File: src/rtl/ioctl_bios_loader.sv
// BIOS image loader: captures host ioctl download bytes, buffers them in a small
// FIFO and writes them into the BIOS ROM window, flagging completion or error.
module ioctl_bios_loader #(
    parameter int unsigned INDEX      = 0,
    parameter int unsigned BIOS_SIZE  = 65536,
    parameter logic [19:0] ROM_BASE   = 20'hF0000,
    parameter int unsigned FIFO_DEPTH = 4
) (
    input  logic        clk_sys,
    input  logic        reset,
    input  logic        ioctl_download,
    input  logic [7:0]  ioctl_index,
    input  logic        ioctl_wr,
    input  logic [24:0] ioctl_addr,
    input  logic [7:0]  ioctl_dout,
    output logic        ioctl_wait,
    output logic [19:0] mem_addr,
    output logic [7:0]  mem_data,
    output logic        mem_we,
    input  logic        mem_ready,
    output logic        bios_loaded,
    output logic        load_error
);

    localparam int unsigned AW       = $clog2(FIFO_DEPTH);
    localparam int unsigned HI_WATER = FIFO_DEPTH - 1;
    localparam logic [AW:0] DEPTH_W  = FIFO_DEPTH[AW:0];
    localparam logic [AW:0] HI_W     = HI_WATER[AW:0];
    localparam logic [24:0] SIZE_A   = BIOS_SIZE[24:0];
    localparam logic [20:0] SIZE_C   = BIOS_SIZE[20:0];
    localparam logic [20:0] CNT_SAT  = 21'h100000;
    localparam logic [7:0]  IDX_W    = INDEX[7:0];

    typedef enum logic [1:0] {IDLE, LOAD, DRAIN, DONE} state_t;

    typedef struct packed {
        logic [19:0] addr;
        logic [7:0]  data;
    } wr_req_t;

    state_t                     state;
    wr_req_t [FIFO_DEPTH-1:0]   fifo_q;
    logic [AW-1:0]              wr_ptr, rd_ptr;
    logic [AW:0]                count, count_n;
    logic [20:0]                byte_cnt;
    logic                       err, sel, sel_q;
    logic                       load_wr, in_range, full, push, pop;

    assign sel      = ioctl_download && (ioctl_index == IDX_W);
    assign load_wr  = (state == LOAD) && sel && ioctl_wr;
    assign in_range = ioctl_addr < SIZE_A;
    assign full     = (count == DEPTH_W);
    assign push     = load_wr && in_range && !full;
    assign pop      = mem_we && mem_ready;

    // The head entry drives the memory port directly, so it holds during a stall.
    assign mem_addr = fifo_q[rd_ptr].addr;
    assign mem_data = fifo_q[rd_ptr].data;

    always_comb begin
        count_n = count;
        if (push && !pop)
            count_n = count + 1'b1;
        else if (!push && pop)
            count_n = count - 1'b1;
    end

    always_ff @(posedge clk_sys) begin
        if (reset) begin
            state       <= IDLE;
            fifo_q      <= '0;
            wr_ptr      <= '0;
            rd_ptr      <= '0;
            count       <= '0;
            byte_cnt    <= '0;
            err         <= 1'b0;
            sel_q       <= 1'b0;
            mem_we      <= 1'b0;
            ioctl_wait  <= 1'b0;
            bios_loaded <= 1'b0;
            load_error  <= 1'b0;
        end else begin
            sel_q  <= sel;
            count  <= count_n;
            mem_we <= (count_n != '0);

            if (push) begin
                fifo_q[wr_ptr].addr <= ROM_BASE + ioctl_addr[19:0];
                fifo_q[wr_ptr].data <= ioctl_dout;
                wr_ptr              <= wr_ptr + 1'b1;
                if (byte_cnt != CNT_SAT)
                    byte_cnt <= byte_cnt + 1'b1;
            end
            if (pop)
                rd_ptr <= rd_ptr + 1'b1;
            // Out-of-range address or overflow: byte is dropped, image is bad.
            if (load_wr && !push)
                err <= 1'b1;

            // One cycle of lag is covered by throttling one entry below full.
            ioctl_wait <= ((state == LOAD) || (state == DRAIN)) && (count >= HI_W);

            case (state)
                IDLE: begin
                    if (sel && !sel_q) begin
                        state       <= LOAD;
                        bios_loaded <= 1'b0;
                        load_error  <= 1'b0;
                        byte_cnt    <= '0;
                        err         <= 1'b0;
                    end
                end
                LOAD: begin
                    if (!sel)
                        state <= DRAIN;
                end
                DRAIN: begin
                    if (count == '0) begin
                        state <= DONE;
                        if ((byte_cnt == SIZE_C) && !err)
                            bios_loaded <= 1'b1;
                        else
                            load_error <= 1'b1;
                    end
                end
                default: state <= IDLE;
            endcase
        end
    end

endmodule

File: config.mk
export PLATFORM = sky130hd
export DESIGN_NAME = ioctl_bios_loader
export DESIGN_NICKNAME = d
export VERILOG_FILES = /design/src/rtl/ioctl_bios_loader.sv
export SDC_FILE = /design/constraint.sdc
export NUM_CORES = 1
export LEC_CHECK = 0
export ABC_AREA = 1
export ABC_CLOCK_PERIOD_IN_PS = 2000
export BUFFER_PORTS_ARGS = -buffer_cell sky130_fd_sc_hd__buf_4
export CORE_AREA = 2 2 170 172
export CTS_CLUSTER_SIZE = 20
export DETAILED_ROUTE_END_ITERATION = 8
export DIE_AREA = 0 0 172 174
export HOLD_SLACK_MARGIN = 0.02
export PLACE_DENSITY = 0.51
export SLEW_MARGIN = 20
export SYNTH_ARGS = -nofsm -noshare
export SYNTH_HDL_FRONTEND = slang
export SYNTH_SLANG_ARGS = --single-unit
File: constraint.sdc
create_clock -name clk_sys -period 2 [get_ports clk_sys]
set_clock_uncertainty 0.15 [all_clocks]
set_input_delay 0.2 -clock clk_sys [delete_from_list [all_inputs] [get_ports clk_sys]]
set_output_delay 0.2 -clock clk_sys [all_outputs]
set_load 0.1 [all_outputs]
==> Word level (Yosys, flattened, before mapping) <==
Cells that the tools add are included.
{ "word_totals": {"ff_bits": 148, "in_bits": 46, "out_inout_bits": 32, "word_cells": 95} }
{ "op_classes": {"addsub": 6, "n_lt_le_gt_ge": 5, "n_eq_ne": 10, "muxes": 28, "n_reduce_logical": 27} }
{ "op_table": {"columns": ["op", "n"], "rows": [
  ["bitwise mux 112 bit", 2],
  ["demux 28 bit (select 2 bit)", 2],
  ["2-to-1 mux 21 bit", 4],
  ["binary-select mux 28 bit (select 2 bit)", 1],
  ["2-to-1 mux 28 bit", 2],
  ["less-than comparator 25 x 17 -> 1 bit (second input constant)", 1],
  ["adder 21 x 1 -> 21 bit (second input constant)", 1],
  ["equality test 21 x 17 -> 1 bit (second input constant)", 1],
  ["!= test 21 bit (second input constant)", 1],
  ["adder 20 bit (first input constant)", 1],
  ["logical AND 1 bit", 13],
  ["zero test 8 bit", 1],
  ["2-to-1 mux 1 bit", 8],
  ["2-to-1 mux 8 bit", 1],
  ["AND reduction 4 bit", 2],
  ["less-than comparator 2 x 3 -> 1 bit (second input constant)", 2],
  ["2-to-1 mux 2 bit", 3],
  ["2-to-1 mux 3 bit", 2],
  ["!= test 2 bit (second input constant)", 3],
  ["one-hot mux 2 bit (3 select lines)", 1],
  ["zero test 1 bit", 5],
  ["adder 2 x 1 -> 2 bit (second input constant)", 2],
  ["!= test 2 x 1 -> 1 bit (second input constant)", 2],
  ["one-hot mux 1 bit (2 select lines)", 2],
  ["13 further kinds", 13]
]} }

==> Depth between registers and ports, before layout <==
{ "depth": {"word_depth": 11, "mapped_depth": 16, "mapped_depth_nobuf": 16} }

==> Least setup slack after synthesis <==
No wires, ideal clock.
{ "synth_path": {"path_type": "reg2out", "startpoint": "register rd_ptr[0]", "endpoint": "output mem_addr[0]", "arrival_ns": 2.484, "t_required_ns": 1.650, "slack_ns": -0.834, "path_stages_with_launch": 6, "n_path_buf": 2, "path_cell_list": "dfxtp_1 > inv_1 > clkbuf_1 > clkbuf_1 > a21oi_1 > a21oi_1"} }
{ "synth_between": {"elab_chain_cells": 2} }
{ "synth_lines": {"columns": ["item", "line", "rtl"], "rows": [
  ["start, declared", "43", "logic [AW-1:0] wr_ptr, rd_ptr;"],
  ["start signal, assigned", "95", "rd_ptr <= rd_ptr + 1'b1;"],
  ["binary-select mux 28 bit (select 2 bit)", "57", "assign mem_addr = fifo_q[rd_ptr].addr;"],
  ["2-to-1 mux 28 bit", null, null],
  ["end, declared", "17", "output logic [19:0] mem_addr,"]
]} }
Every way passes these cells. The select of a mux whose other input is x is not followed.

==> Final worst setup path <==
{ "layout_path": {"startpoint": "register rd_ptr[0]", "endpoint": "output mem_addr[16]"} }
The elaborated chain is that of the path after synthesis.

==> key figures <==
Outcome
  • Outcome: finished clean

Pwr
  • Net switching power: 2831 uW
  • Leakage component of the power: 0.003863 uW
  • Power density over the cells: 836.0 mW/mm^2
  • Internal power consumption: 5810 uW
  • Switching power share of the total: 32.76%
  • Portion of total power attributed to combinational logic: 26.8%
  • Worst supply voltage drop on vdd: 0.4789 mV
  • Part of the power in registers: 35.4%
  • Clock Power Share: 37.8%

STA
  • Actual slew at the worst max-slew pin: 0.5424 ns
  • Setup repair after global routing missed its margin: true
  • Worst max-slew margin expressed relative to the limit: 63.72%
  • Final count of hold timing violations: 0
  • Highest achievable clock rate: 505.3 MHz
  • Final setup violation count: 0
  • Max Slew Vio Count: 0
  • Time the final worst path needs with I/O delays and setup: 1.979 ns
  • Setup TNS: 0 ns
  • Final Cycle Share: 98.94%
  • Post-Route Hold Slack: 0.04209 ns

Critical path
  • Timing endpoint of the critical path: mem_addr[16]
  • Launching element of the worst setup path: rd_ptr[0]
  • Logic depth of the worst path, buffers included: 6
  • Flop2flop setup slack: 0.07 ns
  • R2R Path End: byte_cnt[7]
  • Data arrival, critical path: 1.63 ns
  • Worst Path Class, Setup: flip-flop to primary output
  • Kind of cell adding the most delay to the critical path: buffers and inverters
  • Type of element launching the critical path: flip-flop
  • Max FO, Critical Path: 20
  • Number of buffer and inverter stages on the critical path: 3
  • Depth of the most critical reg-to-reg path: 15
  • Most Frequent Cell on Critical Path: sky130_fd_sc_hd__buf_12
  • Worst path slowest cell: sky130_fd_sc_hd__dfxtp_4
  • Required @ worst endpoint: 1.65 ns
  • Maximum single-stage delay on the critical path: 0.38 ns
  • Reg-to-reg startpoint: count[1]
  • Worst Setup End Kind: primary output
  • Worst path cell trace: inv_8 > buf_12 > o21ai_1 > a21oi_2 > a21oi_4 > buf_12

Synthesis
  • Number of warnings reported in the yosys synthesis log: 0
  • Synth area leaders: sky130_fd_sc_hd__dfxtp_1, sky130_fd_sc_hd__a21oi_1, sky130_fd_sc_hd__inv_1
  • Post-Syn Instances: 989
  • Area share of the leading cell type in the synthesized netlist: 42.67%
  • Cell area after technology mapping: 0.006943 mm^2
  • Synthesized netlist net count: 1050
  • Number of storage elements in the synthesis netlist: 148
  • Cell taking the most area after synthesis: sky130_fd_sc_hd__dfxtp_1
  • Cell variety after synth: 34
  • Synthesized area per cell: 7.020 um^2
  • Part of the Yosys area used for sequential elements: 42.67%

Clock network
  • TritonCTS clock tree: done
  • Clk sinks: 148
  • Clock transition at the registers of the reported paths: 0.07 ns
  • Number of levels in the clock H-tree: 4
  • Number of CTS-inserted buffers: 17
  • Cell chosen for the clock root: sky130_fd_sc_hd__clkbuf_16
  • Clock Tree Buf Depth: 2
  • Clock insertion delay at the later pin of the skew report: 0.42 ns

Job
  • Max-cap violation count: 0

Global routing
  • Vias in the first global route: 6120
  • Largest net degree at the start of global routing: 55
  • Overall Global Routing Usage: 13.28%
  • Wire length of the first global-routing pass: 31.66 mm
  • Grt ovf: 0
  • Antenna violations before repair: 0

Drt
  • Met2 routed wirelength: 9.987 mm
  • Highest routing layer actually used: met4
  • Met1 wire length: 9.970 mm
  • DRC viols: 0
  • Post-detailed-routing wire length: 20.72 mm
  • Via count of the routed design: 6720
  • Routed via count divided by cell count: 4.456
  • Detailed-router iteration count before antenna repair: 4
  • Total met3 wirelength after detailed routing: 558 um
  • Post-DR wirelength/cell: 13.74 um
  • Violation count after the first detailed-routing iteration: 281
  • Antenna Nets Post-Route: 0

Die
  • Starting density of the core: 24.59%
  • Number of cell rows: 62
  • Die area: 0.02993 mm^2
  • Floorplan die height: 174 um
  • Horizontal die dimension: 172 um
  • I/O pin count: 78
  • Core Footprint: 0.02824 mm^2

Finish
  • Most common library cell in the layout ignoring fill and taps: sky130_fd_sc_hd__a21oi_1
  • Commonest cells after routing, fill and taps aside: sky130_fd_sc_hd__a21oi_1, sky130_fd_sc_hd__inv_1, sky130_fd_sc_hd__dfxtp_1, sky130_fd_sc_hd__nand2_1, sky130_fd_sc_hd__buf_4
  • Layout cells sized above 1: 25.18%
  • Count of nets after finishing: 1172
  • Area growth, synth to finish: 48.87%
  • Count of inserted antenna diode cells: 0
  • Fill cell total of the finished layout: 2960
  • Final standard cell count with taps included and fillers excluded: 1508

Place
  • Global placer's final weighted congestion: 0.8572
  • DP Cell Count: 1429
  • HPWL after DPL: 12.09 mm
  • # port buffers: 77

Hold path
  • Beginning of the worst hold path: ioctl_index[6]
  • Class of the tightest hold or removal check: primary input to flip-flop
  • Hold Path Stages: 6
-- worst reg2reg max path: cells and delay by family, from the launching register on --
kind / cells / cell delay, ns
fa+ha+maj: 1 / 0.15
flops: 1 / 0.33
simple gates: 10 / 0.88
buf+inv: 4 / 0.35
-- synth_stat cells --
| library cell | n |
|---|---|
| sky130_fd_sc_hd__nand2_1 | 109 |
| sky130_fd_sc_hd__and3_1 | 3 |
| sky130_fd_sc_hd__o211a_1 | 1 |
| sky130_fd_sc_hd__nand4_1 | 15 |
| sky130_fd_sc_hd__nor4_1 | 1 |
| sky130_fd_sc_hd__nor3_1 | 13 |
| sky130_fd_sc_hd__nand3b_1 | 3 |
| sky130_fd_sc_hd__or2_0 | 2 |
| sky130_fd_sc_hd__nor3b_1 | 1 |
| sky130_fd_sc_hd__buf_6 | 1 |
| sky130_fd_sc_hd__inv_1 | 167 |
| sky130_fd_sc_hd__a211oi_1 | 2 |
| sky130_fd_sc_hd__a31oi_1 | 1 |
| sky130_fd_sc_hd__nand2_4 | 1 |
| sky130_fd_sc_hd__nand2_2 | 3 |
| sky130_fd_sc_hd__nand3_2 | 1 |
| sky130_fd_sc_hd__dfxtp_1 | 148 |
| sky130_fd_sc_hd__o21ai_0 | 118 |
| sky130_fd_sc_hd__xnor2_1 | 1 |
| sky130_fd_sc_hd__xor2_1 | 9 |
| sky130_fd_sc_hd__ha_1 | 15 |
| sky130_fd_sc_hd__or2_1 | 1 |
| sky130_fd_sc_hd__nor2_1 | 54 |
| sky130_fd_sc_hd__o21ai_2 | 1 |
| sky130_fd_sc_hd__buf_2 | 10 |
| sky130_fd_sc_hd__or2_2 | 1 |
| sky130_fd_sc_hd__clkbuf_1 | 44 |
| sky130_fd_sc_hd__a21oi_1 | 209 |
| sky130_fd_sc_hd__nand3_1 | 20 |
| sky130_fd_sc_hd__nor3_4 | 1 |
| sky130_fd_sc_hd__o21ai_1 | 28 |
| sky130_fd_sc_hd__buf_1 | 1 |
| sky130_fd_sc_hd__a211oi_2 | 1 |
| sky130_fd_sc_hd__inv_2 | 3 |
-- flip-flops by register name (all words and copies together), names as in the netlist --
| register | flops |
|---|---|
| rd_ptr | 2 |
| sel_q | 1 |
| fifo_q | 112 |
| load_error | 1 |
| ioctl_wait | 1 |
| wr_ptr | 2 |
| count | 3 |
| mem_we | 1 |
| byte_cnt | 21 |
| err | 1 |
| bios_loaded | 1 |
| state | 2 |
-- power by group through the flow --
| stage | Combinational [uW] | Sequential, uW | Clock [uW] |
|---|---|---|---|
| final | 2320 | 3060 | 3260 |
| after global routing | 2480 | 3070 | 3470 |
| after CTS | 2170 | 3050 | 3350 |
| after detailed placement | 1790 | 3110 | 0 |
| after global placement | 1790 | 3100 | 0 |
| after floorplan | 1110 | 3240 | 0 |
-- metrics by stage --
step                      setup slack (ns)  util, %  power [uW]  instance area, um^2
after global routing              -0.06415    36.60        9012                10340
after floorplan                    -0.2677        -        4347                 7254
final                              0.02111    36.60        8641                10340
after CTS                         -0.01632    34.81        8562                 9829
after global placement            -0.03348    30.08        4889                 8494
after detailed placement          -0.08261    30.08        4895                 8494
-- final cells by class --
class,count,area (um^2),area share (%)
clock buffers,20,456.7,4.418
clock inverters,12,140.1,1.356
inverters,170,650.6,6.295
multi-input cells,616,3704,35.83
flip-flops and latches,148,2972,28.75
well taps,384,480.5,4.648
repair buffers,158,1933,18.70
-- layer usage --
layer  GRT usage [%]  up-vias
li1                -     3484
met1           17.63     3131
met2           21.97       89
met3           2.459       16
met4           3.676        0
met5               0        -
-- worst min-delay path by stage --
stage                      end
CTS                      sel_q
detailed placement   fifo_q[5]
global placement    fifo_q[92]
floorplan                  err
global route          state[1]
finish                   sel_q
-- what timing repair did --
action,in CTS,in global routing
pin swaps,6,15
setup endpoints to repair,76,144
hold buffers,25,0
cloned,4,7
setup buffers,5,7
resized for setup,111,133
endpoints found under the hold margin,97,0
-- kinds of logic (layout without fill, tap and decap cells) --
| kind of cell | count (synthesis) | count (layout) | synth area share [%] |
|---|---|---|---|
| fa+ha+maj | 15 | 15 | 2.703 |
| xor+xnor | 10 | 10 | 1.262 |
| compound gates | 361 | 361 | 26.35 |
| simple gates | 229 | 230 | 14.51 |
| flops | 148 | 148 | 42.67 |
| buf+inv | 226 | 360 | 12.51 |
Power figures use the tool's default switching activity.
